[src/rtl/fp_result_stage.sv]
// rtl/fp_result_stage.sv - FP result formatting stage with 2-entry writeback FIFO
//
// Purpose: converts raw FP add/sub/compare outputs into architectural
//   writeback values (sum, integer boolean, or min/max operand) and buffers
//   them in a 2-entry FIFO toward the register-file writeback mux.
//
// Optional feature macro: FP_RESULT_FWD_EN
//   When defined, adds fwd_valid/fwd_rd/fwd_data carrying the value being
//   pushed this cycle, for operand bypass in decode.
//
// Ports:
//   clk, rst_n                 clock, asynchronous active-low reset
//   flush                      discard all buffered entries
//   in_valid/in_ready          execute-side handshake
//   in_op, in_rd               operation code, destination register
//   in_a, in_b, in_result      operands and adder result
//   in_compare                 0 a>b, 1 a<b, 2 a==b, 3 unordered
//   wb_valid/wb_ready          writeback-side handshake
//   wb_rd, wb_data, wb_to_int  head entry (to_int=1 selects integer regfile)
//   retired                    count of writeback handshakes (wraps)
//   fwd_valid/fwd_rd/fwd_data  same-cycle bypass (FP_RESULT_FWD_EN only)

module fp_result_stage #(
  parameter int DEPTH = 2,
  parameter int CNT_W = 32
) (
  input  logic             clk,
  input  logic             rst_n,
  input  logic             flush,
  input  logic             in_valid,
  output logic             in_ready,
  input  logic [2:0]       in_op,
  input  logic [4:0]       in_rd,
  input  logic [31:0]      in_a,
  input  logic [31:0]      in_b,
  input  logic [31:0]      in_result,
  input  logic [1:0]       in_compare,
  output logic             wb_valid,
  input  logic             wb_ready,
  output logic [4:0]       wb_rd,
  output logic [31:0]      wb_data,
  output logic             wb_to_int,
  output logic [CNT_W-1:0] retired
`ifdef FP_RESULT_FWD_EN
  ,
  output logic             fwd_valid,
  output logic [4:0]       fwd_rd,
  output logic [31:0]      fwd_data
`endif
);

  localparam logic [1:0] FULL = 2'(DEPTH);

  logic [31:0] mem_data [2];
  logic [4:0]  mem_rd   [2];
  logic        mem_int  [2];

  logic        wr_ptr;
  logic        rd_ptr;
  logic [1:0]  count;

  // Last popped entry; shown on wb_* while the FIFO is empty.
  logic [31:0] last_data;
  logic [4:0]  last_rd;
  logic        last_int;

  logic [31:0] push_data;
  logic        push_int;
  logic        push;
  logic        pop;

  // Writeback value formatting. Unordered compare (3) matches none of the
  // boolean conditions, so FEQ/FLT/FLE naturally yield 0.
  always_comb begin
    push_data = '0;
    push_int  = 1'b0;
    case (in_op)
      3'd0, 3'd1: push_data = in_result;
      3'd2: begin
        push_data = {31'b0, in_compare == 2'd2};
        push_int  = 1'b1;
      end
      3'd3: begin
        push_data = {31'b0, in_compare == 2'd1};
        push_int  = 1'b1;
      end
      3'd4: begin
        push_data = {31'b0, (in_compare == 2'd1) | (in_compare == 2'd2)};
        push_int  = 1'b1;
      end
      3'd5:    push_data = (in_compare == 2'd0) ? in_b : in_a;
      3'd6:    push_data = (in_compare == 2'd1) ? in_b : in_a;
      default: push_data = '0;
    endcase
  end

  assign in_ready = (count != FULL);
  assign wb_valid = (count != 2'd0);

  // Op 7 still completes the input handshake but never occupies an entry.
  assign push = in_valid & in_ready & (in_op != 3'd7) & ~flush;
  assign pop  = wb_valid & wb_ready;

  always_ff @(posedge clk or negedge rst_n) begin
    if (!rst_n) begin
      wr_ptr    <= 1'b0;
      rd_ptr    <= 1'b0;
      count     <= 2'd0;
      retired   <= '0;
      last_data <= '0;
      last_rd   <= '0;
      last_int  <= 1'b0;
    end else begin
      if (flush) begin
        wr_ptr <= 1'b0;
        rd_ptr <= 1'b0;
        count  <= 2'd0;
      end else begin
        if (push) wr_ptr <= ~wr_ptr;
        if (pop)  rd_ptr <= ~rd_ptr;
        count <= count + {1'b0, push} - {1'b0, pop};
      end
      // A pop coinciding with flush still retires the head.
      if (pop) begin
        retired   <= retired + CNT_W'(1);
        last_data <= mem_data[rd_ptr];
        last_rd   <= mem_rd[rd_ptr];
        last_int  <= mem_int[rd_ptr];
      end
    end
  end

  // Storage needs no reset: entries are only observed while count covers them.
  always_ff @(posedge clk) begin
    if (push) begin
      mem_data[wr_ptr] <= push_data;
      mem_rd[wr_ptr]   <= in_rd;
      mem_int[wr_ptr]  <= push_int;
    end
  end

  assign wb_data   = wb_valid ? mem_data[rd_ptr] : last_data;
  assign wb_rd     = wb_valid ? mem_rd[rd_ptr]   : last_rd;
  assign wb_to_int = wb_valid ? mem_int[rd_ptr]  : last_int;

`ifdef FP_RESULT_FWD_EN
  assign fwd_valid = push;
  assign fwd_rd    = in_rd;
  assign fwd_data  = push_data;
`endif

endmodule
[config.mk]
export PLATFORM = sky130hd
export DESIGN_NAME = fp_result_stage
export DESIGN_NICKNAME = d
export VERILOG_FILES = /design/src/rtl/fp_result_stage.sv
export SDC_FILE = /design/constraint.sdc
export NUM_CORES = 1
export LEC_CHECK = 0
export ABC_AREA = 1
export CAP_MARGIN = 20
export CORE_MARGIN = 2
export CORE_UTILIZATION = 25
export DETAILED_ROUTE_END_ITERATION = 8
export PLACE_DENSITY_LB_ADDON = 0.3
export SYNTH_ARGS = -nofsm -noshare
export SYNTH_HDL_FRONTEND = slang
export SYNTH_SLANG_ARGS = --single-unit
[constraint.sdc]
create_clock -name clk -period 4.6 [get_ports clk]
set_input_delay 0.46 -clock clk [delete_from_list [all_inputs] [get_ports clk]]
set_output_delay 0.46 -clock clk [all_outputs]
set_load 0.01 [all_outputs]
# After elaboration in Yosys (flattened, before gate mapping)
# Memory sizes are Yosys's and may differ from the RTL's.
# Index checks and enable logic that the tools add are counted.
# Widths: inputs -> output; s select.
# totals
regBits,74
ram_bits,76
inputBits,111
mem_count,3
# op_classes
add_sub_neg,3
eq_ne,10
n_mux,14
bitwise,8
n_reduce_logical,7
# memory_table
memory,depth,width,read_ports,rd_ports_with_merged_regs,wr,line_no,rtl
mem_data,2,32,1,0,1,54,logic [31:0] mem_data [2];
mem_rd,2,5,1,0,1,55,logic [4:0] mem_rd [2];
mem_int,2,1,1,0,1,56,logic mem_int [2];
# op_table
cell,n
$pmux 32 s6,1
$mux 32,3
$add 32x1->32 const B,1
$eq 3x3->1 const B,3
$mux 1,8
$eq 3x2->1 const B,2
$reduce_bool 2->1,3
$mux 5,1
$and 1x1->1,4
$eq 3x1->1 const B,1
$logic_not 3->1,1
$ne 3x3->1 const B,1
$not 1->1,3
$reduce_or 3->1,1
$add 2x1->2,1
$eq 2x1->1 const B,1
$eq 2x2->1 const B,1
$logic_not 2->1,1
$mux 2,1
$ne 2x2->1 const B,1
$reduce_or 2->1,1
$sub 2x1->2,1
$or 1x1->1,1

# Depth between registers and ports, before layout
# Gate-level depths: netlist (run 1).
# depth
word_depth,7
ltp_mapped,11
mapped_depth_nobuf,11

# Least setup slack after synthesis (run 1)
# OpenSTA, ideal clock, no wires.
# synth_path
path_kind,reg2reg
start,register count[1]
end,memory mem_data[1][0] (enable)
setup_time_ns,0.481
t_arrival_ns,3.330
required_time_ns,4.119
setup_slack_ns,0.789
path_stages_with_launch,6
path_buffers,0
period_less_slack_ns,3.811
path_cell_list,dfrtp_1 inv_1 nor2_1 inv_1 nand2_1 nor3_1
# synth_between
elab_chain_len,6
# synth_lines
item,line_no,rtl
start: declaration,60,logic [1:0] count;
start signal: assignment,121,"count <= count + {1'b0, push} - {1'b0, pop};"
$ne 2x2->1,97,assign in_ready = (count != FULL);
via in_ready,31,"output logic in_ready,"
$and 1x1->1 (3 in series),101,assign push = in_valid & in_ready & (in_op != 3'd7) & ~flush;
$mux 1,135,if (push) begin
$mux 1 (not written as such),136,mem_data[wr_ptr] <= push_data;
end: declaration,54,
# The timed path passes the listed nets, and every way through them passes these cells.

# Final worst setup path (run 1)
# layout_path
start,register rd_ptr
end,output wb_to_int
# layout_between
elab_chain_len,2
# layout_lines
item,line_no,rtl
start: declaration,59,logic rd_ptr;
start signal: assignment,120,if (pop) rd_ptr <= ~rd_ptr;
$mem_v2 2x1,--,
$mux 1,144,assign wb_to_int = wb_valid ? mem_int[rd_ptr] : last_int;
end: declaration,42,"output logic wb_to_int,"
# Every way passes these cells.

==> out/metrics.csv, run 1 <==
stage,metric,value,unit
detailed_routing,routed wire length,19.45,mm
power_and_ir_drop,cell leakage power,4.228,nW
clock_network,clock root buffer master,clkbuf_16,
sta,Worst Tran Pin Value,0.7676,ns
floorplan,Horiz. Die Dim,176.3,um
critical_path,Setup crit end kind,output port,
synthesis,ys flop type,edfxtp_1,
synthesis,Post-Syn Instances,864,
sta,Worst Clk Skew,0.01131,ns
place,HPWL after detailed placement,14.43,mm
sta,Setup Viol. Count Final,0,
run_status,status,completed,
grt,vias in the first global route,5785,
flow_run,max_cap viols,0,
critical_path,critical path required time,4.14,ns
final_layout,number of fill cells,3034,
hold_path,Worst Hold Depth,2,
grt,first-pass GRT wire length,30.71,mm
synthesis,Avg Inst Size Synth,8.590,um^2
clock_network,Sink Count,150,
critical_path,R2R depth,8,
synthesis,Seq cells post-synth,150,
synthesis,"FFs w/ async S/R, synth",0.4933,
detailed_routing,WL/cell,13.48,um
floorplan,starting density of the core,0.2524,
sta,fmax,0.3083,GHz
final_layout,area of the multi-input gates,0.002808,mm^2
synthesis,synth top area cells,"edfxtp_1 31%, dfrtp_1 25%, nand2_1 18%, inv_1 4.1%, nand3_1 3.4%",
floorplan,number of cell rows,63,
final_layout,P&R area growth vs syn,37.71,%
synthesis,most numerous cell in the Yosys netlist,nand2_1,
detailed_routing,Final ANT Viol Nets,0,
hold_path,Hold Path Class,reg -> reg,
clock_network,"CTS clk-pin slew, worst paths",0.06,ns
final_layout,Nets,1157,
final_layout,diode count,0,
synthesis,Syn Nets,981,
floorplan,Core ar.,0.02940,mm^2
critical_path,r2r setup slk,2.48,ns
clock_network,post_cts resized,0,
synthesis,post-synth top area share,0.3075,
final_layout,FF/Latch Area,0.004134,mm^2
final_layout,fraction of layout cells with a size suffix above 1,0.07028,
detailed_routing,DRT iter0 DRCs,309,
power_and_ir_drop,worst vdd ir,0.2644,mV
sta,part of the cycle the worst path needs,0.7052,
grt,largest net degree at the start of global routing,79,
detailed_routing,total iterations of the first detailed-routing run,4,
synthesis,dominant cell type by area after synthesis,edfxtp_1,
floorplan,chip height,176.3,um
critical_path,Setup CP Type,reg -> out,
grt,GRT Overall Usage,0.1283,
critical_path,maximum fanout along the worst path,41,
synthesis,synth warn,0,
sta,Worst slew margin,0.4877,
sta,accumulated negative setup slack,0,ns
critical_path,RR Startpoint,count[1],
detailed_routing,# DRC,0,
sta,"Slew Viols, Final",0,
synthesis,Post-synth top cells,"349 x nand2_1, 81 x inv_1, 76 x edfxtp_1",
power_and_ir_drop,P per Cell Area,469.1,mW/mm^2
grt,initial antenna violation count,0,
sta,final hold viol count,0,
clock_network,CTS tree,yes,
place,routability cong.,0.7921,
floorplan,Die Area,0.03108,mm^2
clock_network,CTS Buffer Depth,2,
clock_network,CTS H-Tree Depth,4,
clock_network,Inserted Clock Buffers,17,
critical_path,Critical Path AT,2.78,ns
place,post-placement cell count,1410,
synthesis,Post-synth EDFFs,76,
grt,aggregate global routing overflow,0,
final_layout,final cell count without fillers,1443,
synthesis,register area share after synthesis,0.5570,
hold_path,Hold Path End,retired[31],
place,# port buffers,182,
sta,unrepaired setup endpoints after global routing,no,
sta,Tmin final,3.244,ns
critical_path,FF-to-FF End,mem_data[0][15],
clock_network,setup bufs post-CTS,0,
detailed_routing,DR vias,6083,
clock_network,worst-skew pair later-pin latency,0.43,ns
floorplan,I/O pins,183,
hold_path,Hold Crit Start,retired[31],
synthesis,Post-Syn Area,0.007422,mm^2
detailed_routing,vias per cell,4.216,
synthesis,Netlist cell types,34,
critical_path,startpoint class of the critical path,flop,
what timing repair did:
item / 4_1_cts / 5_1_grt
setup endpoints to repair: 0 / 0
hold buffers: 1 / 0
hold endpoints to repair: 32 / 0
critical path, cell delays in order (launching register included):
cell             delay, ns
dfrtp_1               0.36
buf_4                 0.27
inv_1                 0.35
buf_4                 0.37
nand2_1               0.09
nand2_1               0.09
nand2_1               0.05
o21ai_0               0.15
clkdlybuf4s50_1       0.61
worst max-delay path by stage:
stage                 endpoint  slack (ns)           from
6_report             wb_to_int        1.36         rd_ptr
3_3_place_gp   mem_data[0][22]        1.59  in_compare[0]
3_5_place_dp         wb_to_int        1.78         rd_ptr
4_1_cts              wb_to_int        1.30         rd_ptr
5_1_grt            wb_data[19]        1.14         rd_ptr
2_1_floorplan   mem_data[1][0]        0.79       count[1]
per-layer routing:
metal	wire length, um	part of all wire	vias to the layer above	track usage
met5	0	0	-	0
met4	245	0.013	0	0.03616
met3	1374	0.071	16	0.03854
met2	8707	0.45	180	0.2049
met1	9121	0.47	2760	0.1686
li1	-	-	3127	-
flip-flops by register name, summed over array words and instances (netlist names):
register,count
mem_data,64
last_data,32
retired,32
mem_rd,10
last_rd,5
count,2
mem_int,2
last_int,1
rd_ptr,1
wr_ptr,1
through the flow:
step / total power [mW] / worst slack [ns] / area (um^2) / hold slack, ns / util
finish: 4.795 / 1.356 / 10220 / 0.5082 / 0.3476
global route: 5.131 / 1.136 / 10220 / 0.5300 / 0.3476
CTS: 4.883 / 1.303 / 10220 / 0.5173 / 0.3476
detailed placement: 3.553 / 1.777 / 9669 / 0.4397 / 0.3289
global placement: 3.528 / 1.594 / 9627 / 0.4435 / 0.3274
floorplan: 2.685 / 0.7892 / 7422 / 0.1644 / -
cells by family (layout without fill, tap and decap cells):
group / Yosys count / count (layout) / synth area share
AOI/OAI and AO/OA: 86 / 86 / 0.06170
xor gates and xnor gates: 23 / 23 / 0.02815
adders and majority gates: 6 / 6 / 0.01011
buffers and inverters: 121 / 310 / 0.06676
DFF: 150 / 150 / 0.5570
muxes: 2 / 2 / 0.002697
and+or+nand+nor: 476 / 476 / 0.2736
cell usage in the layout, fill, tap and decap left out, types with 2 or more instances in the layout:
cell / count
nand2_1: 349
clkdlybuf4s50_1: 181
inv_1: 81
edfxtp_1: 76
dfrtp_1: 74
nand3_1: 51
o21ai_1: 48
o21ai_0: 30
nor2_1: 30
clkbuf_16: 17
xnor2_1: 14
nand4_1: 12
nor2_4: 9
xor2_1: 8
buf_4: 8
nor3_1: 7
inv_6: 7
nor2_2: 6
ha_1: 6
inv_2: 4
nand2_2: 4
clkinv_2: 4
mux2i_1: 2
o22ai_2: 2
o21bai_1: 2
nand3b_1: 2
nand3_2: 2
inv_8: 2
report_power, final:
group          switching, mW  leakage, nW  internal (mW)
registers             0.0932         1.65           1.67
logic                  0.959         2.30          0.768
clock network          0.599        0.274          0.706
total                   1.65         4.23           3.14
final cells by class:
class / instances / share of cell area
timing repair buffer: 192 / 0.1883
tap: 390 / 0.04774
clock inverter: 14 / 0.01102
multi-input combinational: 593 / 0.2747
sequential: 150 / 0.4045
clock buffer: 18 / 0.04199
inverter: 86 / 0.03183
(Power assumes the default switching activity.)
==> run 2: changes to the inputs <==
==> constraint.sdc (replaced) <==
create_clock -name clk -period 3.4 [get_ports clk]
set_input_delay 0.34 -clock clk [delete_from_list [all_inputs] [get_ports clk]]
set_output_delay 0.34 -clock clk [all_outputs]
set_load 0.01 [all_outputs]
==> run 2 against run 1 <==
Global-route usage down 0.34 points. Combinational power up 34%. Largest cell class unchanged. Register-to-register slack worse by 1.3 ns. Highest routed layer unchanged.
==> out/metrics.csv, run 2 (synthesis gave the netlist of run 1 again) <==
stage,metric,value,unit,change
floorplan,Horiz. Die Dim,176.3,um,unchanged
clock_network,post_cts resized,0,,unchanged
sta,Tmin final,2.716,ns,
run_status,status,completed,,unchanged
sta,unrepaired setup endpoints after global routing,no,,unchanged
grt,first-pass GRT wire length,29.70,mm,was 30.71 mm
critical_path,Critical Path AT,2.38,ns,was 2.78 ns
critical_path,Setup CP Type,reg -> out,,unchanged
clock_network,worst-skew pair later-pin latency,0.42,ns,was 0.43 ns
detailed_routing,total iterations of the first detailed-routing run,4,,unchanged
final_layout,Largest register FFs,64,,unchanged
critical_path,CP max stage cell,clkdlybuf4s50_1,,unchanged
detailed_routing,DRT iter0 DRCs,400,,was 309
floorplan,I/O pins,183,,unchanged
final_layout,diode count,0,,unchanged
clock_network,Inserted Clock Buffers,17,,unchanged
sta,Worst Clk Skew,0.01050,ns,was 0.01131 ns
place,HPWL after detailed placement,14.21,mm,was 14.43 mm
clock_network,CTS Buffer Depth,2,,unchanged
final_layout,registers with the most flip-flops,"mem_data: 64 flops, last_data: 32 flops, retired: 32 flops",,unchanged
final_layout,P&R area growth vs syn,38.35,%,was 37.71%
clock_network,Sink Count,150,,unchanged
final_layout,fraction of layout cells with a size suffix above 1,0.07211,,was 0.07028
power_and_ir_drop,worst vdd ir,0.3381,mV,was 0.2644 mV
sta,Worst slew margin,0.5026,,was 0.4877
sta,"Slew Viols, Final",0,,unchanged
clock_network,CTS H-Tree Depth,4,,unchanged
critical_path,Setup crit end kind,output port,,unchanged
grt,largest net degree at the start of global routing,79,,unchanged
clock_network,clock root buffer master,clkbuf_16,,unchanged
critical_path,maximum fanout along the worst path,78,,was 41
sta,final hold viol count,0,,unchanged
place,# port buffers,182,,unchanged
sta,fmax,0.3681,GHz,
sta,part of the cycle the worst path needs,0.7989,,
final_layout,"commonest cells after routing, fill and taps aside","349 x nand2_1, 181 x clkdlybuf4s50_1, 81 x inv_1, 76 x edfxtp_1, 74 x dfrtp_1",,unchanged
detailed_routing,vias per cell,4.226,,was 4.216
final_layout,Nets,1158,,was 1157
critical_path,crit path cell chain,nor2_4 > inv_4 > o21ai_0 > clkdlybuf4s50_1,,was buf_4 > inv_1 > buf_4 > nand2_1 > nand2_1 > nand2_1 > o21ai_0 > clkdlybuf4s50_1
sta,Worst Tran Pin Value,0.7404,ns,was 0.7676 ns
critical_path,r2r setup slk,1.17,ns,was 2.48 ns
clock_network,CTS tree,yes,,unchanged
floorplan,number of cell rows,63,,unchanged
floorplan,Die Area,0.03108,mm^2,unchanged
grt,initial antenna violation count,0,,unchanged
grt,vias in the first global route,5580,,was 5785
final_layout,largest register by flop count,mem_data,,unchanged
critical_path,R2R depth,8,,unchanged
power_and_ir_drop,cell leakage power,4.254,nW,was 4.228 nW
sta,accumulated negative setup slack,0,ns,unchanged
critical_path,startpoint class of the critical path,flop,,unchanged
place,routability cong.,0.8179,,was 0.7921
floorplan,chip height,176.3,um,unchanged
final_layout,"most common cell after layout, fill and taps aside",nand2_1,,unchanged
detailed_routing,# DRC,0,,unchanged
critical_path,critical path required time,3.06,ns,was 4.14 ns
grt,aggregate global routing overflow,0,,unchanged
sta,Final WS setup,0.6837,ns,was 1.356 ns
detailed_routing,routed wire length,19.18,mm,was 19.45 mm
floorplan,starting density of the core,0.2524,,unchanged
floorplan,Core ar.,0.02940,mm^2,unchanged
grt,GRT Overall Usage,0.1249,,was 0.1283
sta,Setup Viol. Count Final,0,,unchanged
power_and_ir_drop,P per Cell Area,640.8,mW/mm^2,was 469.1 mW/mm^2
clock_network,"CTS clk-pin slew, worst paths",0.07,ns,was 0.06 ns
detailed_routing,DR vias,6103,,was 6083
critical_path,largest stage delay on the critical path,0.60,ns,was 0.61 ns
place,Placement Setup Slack,0.7026,ns,was 1.777 ns
detailed_routing,WL/cell,13.28,um,was 13.48 um
clock_network,setup bufs post-CTS,0,,unchanged
detailed_routing,Final ANT Viol Nets,0,,unchanged
final_layout,number of fill cells,2979,,was 3034
hold_path,Hold Path Class,in -> async,,was reg -> reg
flow_run,max_cap viols,0,,unchanged
-- run 2: cell types whose count changed in the layout (fill, tap and decap cells not counted), sizes merged --
cell    before  now
inv         95   96
bufinv       0    1
buf         10   11
clkbuf      18   17
clkinv       5    4
-- run 2: per-stage QoR --
stage	std cells	total power, mW	cell area [um^2]	hold WS (ns)	util
3_3_place_gp	1410	4.773	9648	0.4810	0.3281
3_5_place_dp	1410	4.792	9648	0.4919	0.3281
5_1_grt	1444	7.023	10270	0.3362	0.3492
6_report	1444	6.580	10270	0.3268	0.3492
4_1_cts	1442	6.690	10230	0.1449	0.3480
2_1_floorplan	864	3.632	7427	0.04441	-
-- run 2: layer usage --
| metal | vias up | GRT usage | wire (um) |
|---|---|---|---|
| li1 | 3125 | - | - |
| met1 | 2774 | 0.1630 | 8634 |
| met2 | 187 | 0.2023 | 9108 |
| met3 | 17 | 0.03122 | 1135 |
| met4 | 0 | 0.04236 | 300 |
| met5 | - | 0 | 0 |
-- run 2: report_power, final --
| group | internal [mW] | switching [mW] |
|---|---|---|
| Clock | 1.04 | 0.830 |
| Sequential | 2.26 | 0.130 |
| Combinational | 1.04 | 1.28 |
| Total | 4.34 | 2.24 |
-- run 2: final cells by class --
cell class / instances / area, um^2 / area share
clock buffers: 17 / 425.4 / 0.04143
clock inverters: 15 / 157.7 / 0.01535
inverters: 86 / 325.3 / 0.03168
multi-input cells: 593 / 2814 / 0.2740
flip-flops and latches: 150 / 4134 / 0.4026
well taps: 390 / 488.0 / 0.04752
repair buffers: 193 / 1924 / 0.1874
-- run 2: worst paths after layout --
check / startpoint / endpoint
max: count[1] / wb_data[10]
min: rst_n / retired[15]
max reg2reg: count[1] / mem_data[0][25]
min reg2reg: retired[31] / retired[31]
max in group asynchronous: rst_n / last_data[21]
min in group clk: retired[31] / retired[31]
-- run 2: critical path: cells and delay by family (launching register included) --
family | cells | cell delay [ns]
flip-flops | 1 | 0.43
buffers and inverters | 2 | 0.87
AND/OR/NAND/NOR | 1 | 0.23
AO/OA/AOI/OAI | 1 | 0.39
-- run 2: what timing repair did --
action | 4_1_cts | 5_1_grt
endpoints found under the setup margin | 0 | 0
endpoints found under the hold margin | 0 | 13
hold buffers | 0 | 1
==> run 3: changes to the inputs <==
==> constraint.sdc (replaced) <==
create_clock -name clk -period 2.9 [get_ports clk]
set_input_delay 0.29 -clock clk [delete_from_list [all_inputs] [get_ports clk]]
set_output_delay 0.29 -clock clk [all_outputs]
set_load 0.01 [all_outputs]
==> run 3 against run 2 <==
Combinational power grew 18%. Clock power up 26%. Power up 20%. Worst setup slack got worse by 0.39 ns. Wire length increased by 1.6%. Sequential share of layout area fell by 0.21 points. Sequential power grew 17%. Clock-buffer cell count rose by 1. Utilization up 0.19 points. Critical path type unchanged. Largest cell class unchanged.
==> out/metrics.csv, run 3 (synthesis gave the netlist of run 1 again) <==
stage,metric,value,unit,change
detailed_routing,max layer used,met4,,unchanged
grt,largest net degree at the start of global routing,79,,unchanged
sta,accumulated negative setup slack,0,ns,unchanged
sta,Final WS setup,0.2964,ns,was 0.6837 ns
floorplan,Horiz. Die Dim,176.3,um,unchanged
final_layout,largest register by flop count,mem_data,,unchanged
sta,final hold viol count,0,,unchanged
clock_network,Sink Count,150,,unchanged
sta,unrepaired setup endpoints after global routing,no,,unchanged
final_layout,registers with the most flip-flops,"mem_data: 64 flops, last_data: 32 flops, retired: 32 flops",,unchanged
clock_network,clock root buffer master,clkbuf_16,,unchanged
floorplan,chip height,176.3,um,unchanged
floorplan,Core ar.,0.02940,mm^2,unchanged
detailed_routing,# DRC,0,,unchanged
final_layout,P&R area growth vs syn,39.09,%,was 38.35%
grt,GRT Overall Usage,0.1270,,was 0.1249
power_and_ir_drop,worst vdd ir,0.4049,mV,was 0.3381 mV
clock_network,worst-skew pair later-pin latency,0.42,ns,about the same
grt,initial antenna violation count,0,,unchanged
place,Placement Setup Slack,0.6280,ns,was 0.7026 ns
critical_path,startpoint class of the critical path,flop,,unchanged
sta,Worst Clk Skew,0.01249,ns,was 0.01050 ns
detailed_routing,WL/cell,13.49,um,was 13.28 um
clock_network,CTS Buffer Depth,2,,unchanged
grt,aggregate global routing overflow,0,,unchanged
floorplan,Die Area,0.03108,mm^2,unchanged
critical_path,critical path required time,2.61,ns,was 3.06 ns
place,HPWL after detailed placement,13.95,mm,was 14.21 mm
detailed_routing,DRT met1 WL,8.958,mm,was 8.634 mm
final_layout,diode count,0,,unchanged
run_status,status,completed,,unchanged
final_layout,Nets,1159,,was 1158
critical_path,maximum fanout along the worst path,78,,unchanged
sta,Worst Tran Pin Value,0.7021,ns,was 0.7404 ns
detailed_routing,met2 WL,9.118,mm,was 9.108 mm
power_and_ir_drop,Final Power,7.876,mW,was 6.580 mW
sta,part of the cycle the worst path needs,0.8978,,
clock_network,"CTS clk-pin slew, worst paths",0.07,ns,about the same
floorplan,I/O pins,183,,unchanged
sta,Tmin final,2.604,ns,
power_and_ir_drop,P per Cell Area,762.9,mW/mm^2,was 640.8 mW/mm^2
floorplan,starting density of the core,0.2524,,unchanged
detailed_routing,DR vias,6137,,was 6103
grt,vias in the first global route,5673,,was 5580
sta,"Slew Viols, Final",0,,unchanged
clock_network,CTS tree,yes,,unchanged
final_layout,fraction of layout cells with a size suffix above 1,0.07204,,was 0.07211
sta,Setup Viol. Count Final,0,,unchanged
detailed_routing,vias per cell,4.247,,was 4.226
final_layout,"most common cell after layout, fill and taps aside",nand2_1,,unchanged
detailed_routing,Final ANT Viol Nets,0,,unchanged
sta,Worst slew margin,0.5319,,was 0.5026
hold_path,Hold Path Class,in -> async,,unchanged
critical_path,Setup crit end kind,output port,,unchanged
place,post-placement cell count,1411,,was 1410
detailed_routing,DRT iter0 DRCs,366,,was 400
power_and_ir_drop,cell leakage power,4.271,nW,was 4.254 nW
final_layout,final cell count without fillers,1445,,was 1444
detailed_routing,routed wire length,19.49,mm,was 19.18 mm
detailed_routing,Met3 Wirelength,1.226,mm,was 1.135 mm
final_layout,"commonest cells after routing, fill and taps aside","349 x nand2_1, 181 x clkdlybuf4s50_1, 81 x inv_1, 76 x edfxtp_1, 74 x dfrtp_1",,unchanged
place,routability cong.,0.8363,,was 0.8179
place,# port buffers,182,,unchanged
clock_network,CTS H-Tree Depth,4,,unchanged
sta,fmax,0.3841,GHz,
floorplan,number of cell rows,63,,unchanged
flow_run,max_cap viols,0,,unchanged
final_layout,Largest register FFs,64,,unchanged
critical_path,Critical Path AT,2.31,ns,was 2.38 ns
detailed_routing,total iterations of the first detailed-routing run,6,,was 4
clock_network,Inserted Clock Buffers,17,,unchanged
grt,first-pass GRT wire length,30.38,mm,was 29.70 mm
critical_path,Setup CP Type,reg -> out,,unchanged
## run 3: changes by cell type in the layout (fill, tap and decap cells not counted), sizes merged
cell and delta:
clkinv -1, buf +1, bufinv +2, inv -3, clkbuf +1, clkinvlp +1
## run 3: worst max-delay path, cell delays in order, from the launching register on
cell	delay [ns]
dfrtp_1	0.42
nor2_4	0.09
inv_4	0.51
nand2_1	0.12
o21ai_0	0.10
clkdlybuf4s50_1	0.64
## run 3: what timing repair did
item / 4_1_cts / 5_1_grt
buffers inserted: 0 / 0
hold buffers: 0 / 1
hold endpoints to repair: 0 / 14
gates resized for setup: 0 / 0
## run 3: routing by layer
metal / global-route usage / up-vias
li1: - / 3126
met1: 0.1686 / 2819
met2: 0.2054 / 179
met3: 0.03230 / 13
met4: 0.03512 / 0
met5: 0 / -
## run 3: layout make-up
| type | instances | area (um^2) |
|---|---|---|
| timing repair buffer | 194 | 1944 |
| clock inverter | 14 | 188.9 |
| sequential | 150 | 4134 |
| tap | 390 | 488.0 |
| fill | 3025 | 19080 |
| inverter | 86 | 325.3 |
| multi-input combinational | 593 | 2814 |
| clock buffer | 18 | 429.2 |
## run 3: path summary, 6_finish.rpt
check                                  from      endpoint  slack [ns]  depth (start not counted)
worst max register to register     count[1]   retired[23]        0.98                          7
min in group clk                   in_rd[4]  mem_rd[0][4]        0.47                          1
max in group asynchronous             rst_n    retired[6]        2.02                          3
worst min register to register  retired[31]   retired[31]        0.51                          2
worst min-delay path                  rst_n   retired[30]        0.28                          2
worst max-delay path               count[1]    wb_data[5]        0.30                          5
## run 3: power by group
group	switching, mW	internal [mW]
Clock	0.964	1.39
Sequential	0.144	2.65
Combinational	1.51	1.22
Total	2.62	5.26
## run 3: through the flow
step	hold WS, ns	instance area (um^2)	utilization
global route	0.2980	10320	0.3511
CTS	0.09983	10290	0.3498
finish	0.2797	10320	0.3511
global placement	0.4929	9668	0.3288
floorplan	-0.005591	7430	-
detailed placement	0.5001	9668	0.3288
==> patch 1, RTL diff (flow settings as in run 2) <==
Put one more register stage on the output `retired`. The value now appears one clock later. The other outputs are not delayed to match.
--- a/src/rtl/fp_result_stage.sv
+++ b/src/rtl/fp_result_stage.sv
@@ -51,4 +51,6 @@
 
   localparam logic [1:0] FULL = 2'(DEPTH);
+
+  logic [CNT_W-1:0] retired_s0;
 
   logic [31:0] mem_data [2];
@@ -107,5 +109,5 @@
       rd_ptr    <= 1'b0;
       count     <= 2'd0;
-      retired   <= '0;
+      retired_s0 <= '0;
       last_data <= '0;
       last_rd   <= '0;
@@ -123,5 +125,5 @@
       // A pop coinciding with flush still retires the head.
       if (pop) begin
-        retired   <= retired + CNT_W'(1);
+        retired_s0 <= retired_s0 + CNT_W'(1);
         last_data <= mem_data[rd_ptr];
         last_rd   <= mem_rd[rd_ptr];
@@ -150,3 +152,7 @@
 `endif
 
+  always_ff @(posedge clk) begin
+    retired <= retired_s0;
+  end
+
 endmodule
Function: changed (Yosys sat finds a counterexample within 4 cycles, from zero or initial values and one cycle with rst_n low).
==> patch 1 against run 2 <==
- critical path type unchanged
- final area grew 5.6%
- sequential cell count up 32
- first-iteration DRC count down 21%
- die area up 6.3%
- largest cell class unchanged
- synthesized area increased by 6.5%
- clock skew up 3.7 ps
- final cell count grew 2.6%
- power is 7.3% higher
- clock power increased by 5%
- setup slack lost 200 ps
- global-route usage is 0.22 points lower
- utilization is 0.29 points lower
- routed wire length is 3.2% higher
==> patch 1: results (changes against run 2) <==
Outcome
  – Status: complete, no violations (unchanged)

Drt
  – Starting DRC count in detailed routing: 318 (was 400)
  – Vias post-DR: 6116 (was 6103)

CTS
  – Clock transition at path regs: 70 ps (about the same)
  – Clock Tree Buf Depth: 2 (unchanged)

Pwr
  – Combinational share of power: 32.5% (was 35.2%)
  – Leakage power: 4.46 nW (was 4.25 nW)
  – Clock Power: 0.00196 W (was 0.00187 W)
  – Internal Pwr Total: 0.00471 W (was 0.00434 W)
  – VDD IR-drop max: 0.000352 V (was 0.000338 V)

Synthesis
  – Sequential share of the synthesized area: 60.4% (was 55.7%)
  – Syn Nets: 1001 (was 981)
  – Post-synthesis cell type count: 31 (was 34)
  – Commonest cells post-synth: nand2_1 (350), inv_1 (78), o21ai_0 (78) (was nand2_1 (349), inv_1 (81), edfxtp_1 (76))
  – Synthesized area per cell: 8.94 sq um (was 8.59 sq um)
  – Asr flop ratio synth: 40.7% (was 49.3%)

STA
  – Worst slew margin relative to its limit: 52.1% (was 50.3%)
  – Skew final: 14.2 ps (was 10.5 ps)
  – Final hold slack: 372 ps (was 327 ps)
  – Final hold vios: 0 (unchanged)

Final layout
  – Multi-input logic portion of the cell area: 24.9% (was 27.4%)
  – Seq area share: 44.0% (was 40.3%)
  – Synth-to-Final Area Change: 37.2% (was 38.4%)
  – Multi-input gates: 587 (was 593)
  – Filler cells: 3150 (was 2979)
  – Share of layout cells above drive strength 1: 6.49% (was 7.21%)
  – Signal buffers share of area: 18.1% (was 18.7%)
  – Clock-cell share: 5.49% (was 5.68%)
  – Non-CTS inverters: 81 (was 86)
  – Non-clk bufs: 197 (was 193)
  – Largest register by flop count: mem_data (unchanged)
  – Sequential cells: 182 (was 150)
  – Layout Nets: 1183 (was 1158)

Placement
  – DP HPWL: 14.1 mm (was 14.2 mm)
  – Placed cells: 1447 (was 1410)
  – Dpl ws: 832 ps (was 703 ps)
  – Post-DP Area: 10200 sq um (was 9650 sq um)

Worst setup path
  – Worst EP arrival: 2580 ps (was 2380 ps)
  – R2R Path End: mem_data[0][9] (was mem_data[0][25])
  – Max FO, Critical Path: 21 (was 78)
  – R2R Setup Slk: 1400 ps (was 1170 ps)
  – Critical path's slowest cell: clkinv_1 (was clkdlybuf4s50_1)

Global route
  – Vias in the first global route: 5793 (was 5580)
  – Initial antenna violation count: 1 (was 0)
  – GRT Overall Usage: 12.3% (was 12.5%)
  – Pin count of the biggest net entering global routing: 75 (was 79)
  – First-pass GRT wire length: 31.3 mm (was 29.7 mm)

Floorplanning
  – Chip width: 182 um (was 176 um)
## patch 1: cell count changes in the layout (fill, tap and decap cells not counted), sizes merged, moves of 4 or more
cell / change
buf: +4
dfxtp: +32
inv: -6
nand3: -7
nand4: -6
nor2: +4
## patch 1: worst max-delay path by stage
stage / from / endpoint / slack [ps] / cells after the start
2_1_floorplan: count[1] / mem_data[0][0] / 460 / 7
3_3_place_gp: rd_ptr / wb_data[24] / 830 / 7
3_5_place_dp: rd_ptr / wb_data[24] / 830 / 7
4_1_cts: rd_ptr / wb_data[24] / 360 / 7
5_1_grt: rd_ptr / wb_data[24] / 260 / 7
6_report: rd_ptr / wb_data[24] / 480 / 7
## patch 1: routing by layer
layer | wire length [um] | GRT usage [%] | up-vias | share of wire [%]
met3 | 931 | 2.91 | 16 | 4.7
met4 | 166 | 3.09 | 2 | 0.84
met2 | 9560 | 21.0 | 152 | 48
met5 | 16 | 0 | - | 0.081
met1 | 9130 | 15.6 | 2772 | 46
li1 | - | - | 3174 | -
## patch 1: cells by family (layout without fill, tap and decap cells)
| group | Yosys count | in the layout | share of synthesized area (%) |
|---|---|---|---|
| compound gates | 86 | 86 | 5.60 |
| mux | 2 | 2 | 0.253 |
| flops | 182 | 182 | 60.4 |
| fa+ha+maj | 6 | 6 | 0.950 |
| simple gates | 467 | 467 | 24.0 |
| buf+inv | 115 | 310 | 5.87 |
| xor+xnor | 26 | 26 | 2.88 |
## patch 1: repair_timing
item                                    in CTS  in global routing
gates resized for setup                      0                  0
hold endpoints to repair                     0                 23
hold buffers                                 0                  1
endpoints found under the setup margin       0                  0
==> patch 2, RTL diff (settings of run 2) <==
Without the edit above. The option `FP_RESULT_FWD_EN` is turned on by a define.
--- a/src/rtl/fp_result_stage.sv
+++ b/src/rtl/fp_result_stage.sv
@@ -20,4 +20,6 @@
 //   retired                    count of writeback handshakes (wraps)
 //   fwd_valid/fwd_rd/fwd_data  same-cycle bypass (FP_RESULT_FWD_EN only)
+
+`define FP_RESULT_FWD_EN
 
 module fp_result_stage #(
Behaviour (old outputs only; new: fwd_data, fwd_rd and fwd_valid): unchanged (equiv_simple and equiv_induct, registers matched by name and starting in step).
==> patch 2 against run 2 <==
- power is 0.66% higher
- fmax is 7.7% lower
- sequential cell count stayed put
- global-route usage is 1.2 points higher
- final area is 3.4% higher
- setup slack worse by 230 ps
- final cell count is 2.9% higher
- critical endpoint is now fwd_data[7]
- routed wire length is 9.4% higher
- synthesized area is 0.40% higher
- clock skew is 2.9 ps higher
- first-iteration DRC count is 3.5% higher
==> patch 2: results (changes against run 2) <==
STA
  – Worst slew margin relative to its limit: 41.5% (was 50.3%)
  – Skew final: 13.4 ps (was 10.5 ps)

Final layout
  – Share of layout cells above drive strength 1: 6.75% (was 7.21%)
  – Layout Nets: 1200 (was 1158)

Pwr
  – Net Switching: 0.00230 W (was 0.00224 W)
  – Combinational share of power: 36.8% (was 35.2%)
  – VDD IR-drop max: 0.000370 V (was 0.000338 V)
  – Leakage power: 4.44 nW (was 4.25 nW)
  – Reg power frac: 35.6% (was 36.3%)

Synthesis
  – Post-synthesis cell type count: 32 (was 34)
  – Top post-synthesis cells by area: edfxtp_1 (31%), dfrtp_1 (25%), nand2_1 (18%) (unchanged)
  – Syn Nets: 990 (was 981)
  – Commonest cells post-synth: nand2_1 (357), inv_1 (90), edfxtp_1 (76) (was nand2_1 (349), inv_1 (81), edfxtp_1 (76))
  – Sequential share of the synthesized area: 55.5% (was 55.7%)

Global route
  – Vias in the first global route: 6041 (was 5580)
  – M2 GR Usage: 22.8% (was 20.2%)
  – First-pass GRT wire length: 32.4 mm (was 29.7 mm)
  – Met1 usage: 16.1% (was 16.3%)
  – Grt met3 use: 5.56% (was 3.12%)

Drt
  – Vias post-DR: 6236 (was 6103)
  – Starting DRC count in detailed routing: 414 (was 400)
  – Total wire length: 21.0 mm (was 19.2 mm)

Outcome
  – Status: complete, no violations (unchanged)

Worst setup path
  – Max FO, Critical Path: 30 (was 78)
  – Worst Reg-to-Reg Cells: 6 (was 8)
  – Worst EP arrival: 2600 ps (was 2380 ps)
  – Slowest stage delay, CP: 580 ps (was 600 ps)

Placement
  – Post-DP Area: 10100 sq um (was 9650 sq um)
==> patch 2: changes by cell type after synthesis, moves of 5 or more <==
| cell | before | now |
|---|---|---|
| o21ai_1 | 48 | 24 |
| buf_2 | 19 | 14 |
| xor2_1 | 8 | 13 |
| o21ai_0 | 30 | 54 |
| inv_1 | 81 | 90 |
| nand2_1 | 349 | 357 |
| nor2_1 | 32 | 24 |
==> patch 2: cell families (layout without fill, tap and decap cells) <==
family / Yosys count / after routing / synth area share, %
and+or+nand+nor: 472 / 472 / 26.7
DFF: 150 / 150 / 55.5
buffers and inverters: 135 / 358 / 7.74
AOI/OAI and AO/OA: 84 / 84 / 5.96
xor gates and xnor gates: 24 / 24 / 2.82
adders and majority gates: 6 / 6 / 1.01
muxes: 2 / 2 / 0.269
==> patch 2: metrics by stage <==
stage	setup slack (ps)	hold WS, ps	cells	total power (W)
2_1_floorplan	807	44.4	873	0.00360
3_3_place_gp	493	494	1454	0.00486
3_5_place_dp	429	495	1454	0.00488
4_1_cts	412	60.7	1486	0.00675
5_1_grt	238	96.1	1486	0.00709
6_report	457	44.2	1486	0.00662
==> patch 2: final timing paths <==
check | slack [ps] | start | endpoint
max | 460 | in_compare[0] | fwd_data[7]
min | 40 | rst_n | retired[6]
max reg2reg | 1460 | count[1] | mem_data[0][7]
min reg2reg | 510 | wr_ptr | wr_ptr
max in group asynchronous | 2620 | rst_n | last_rd[1]
min in group clk | 510 | wr_ptr | wr_ptr
==> patch 2: area by class of cell <==
class,count,area [sq um]
multi-input combinational,588,2760
tap,390,488
inverter,94,353
sequential,150,4140
clock buffer,18,429
fill,3043,18900
clock inverter,14,133
timing repair buffer,232,2330
==> patch 2: per-layer routing <==
metal	part of all wire [%]	up-vias
met5	0	-
met4	1.7	0
met3	9.1	17
met2	47	207
met1	42	2809
li1	-	3203
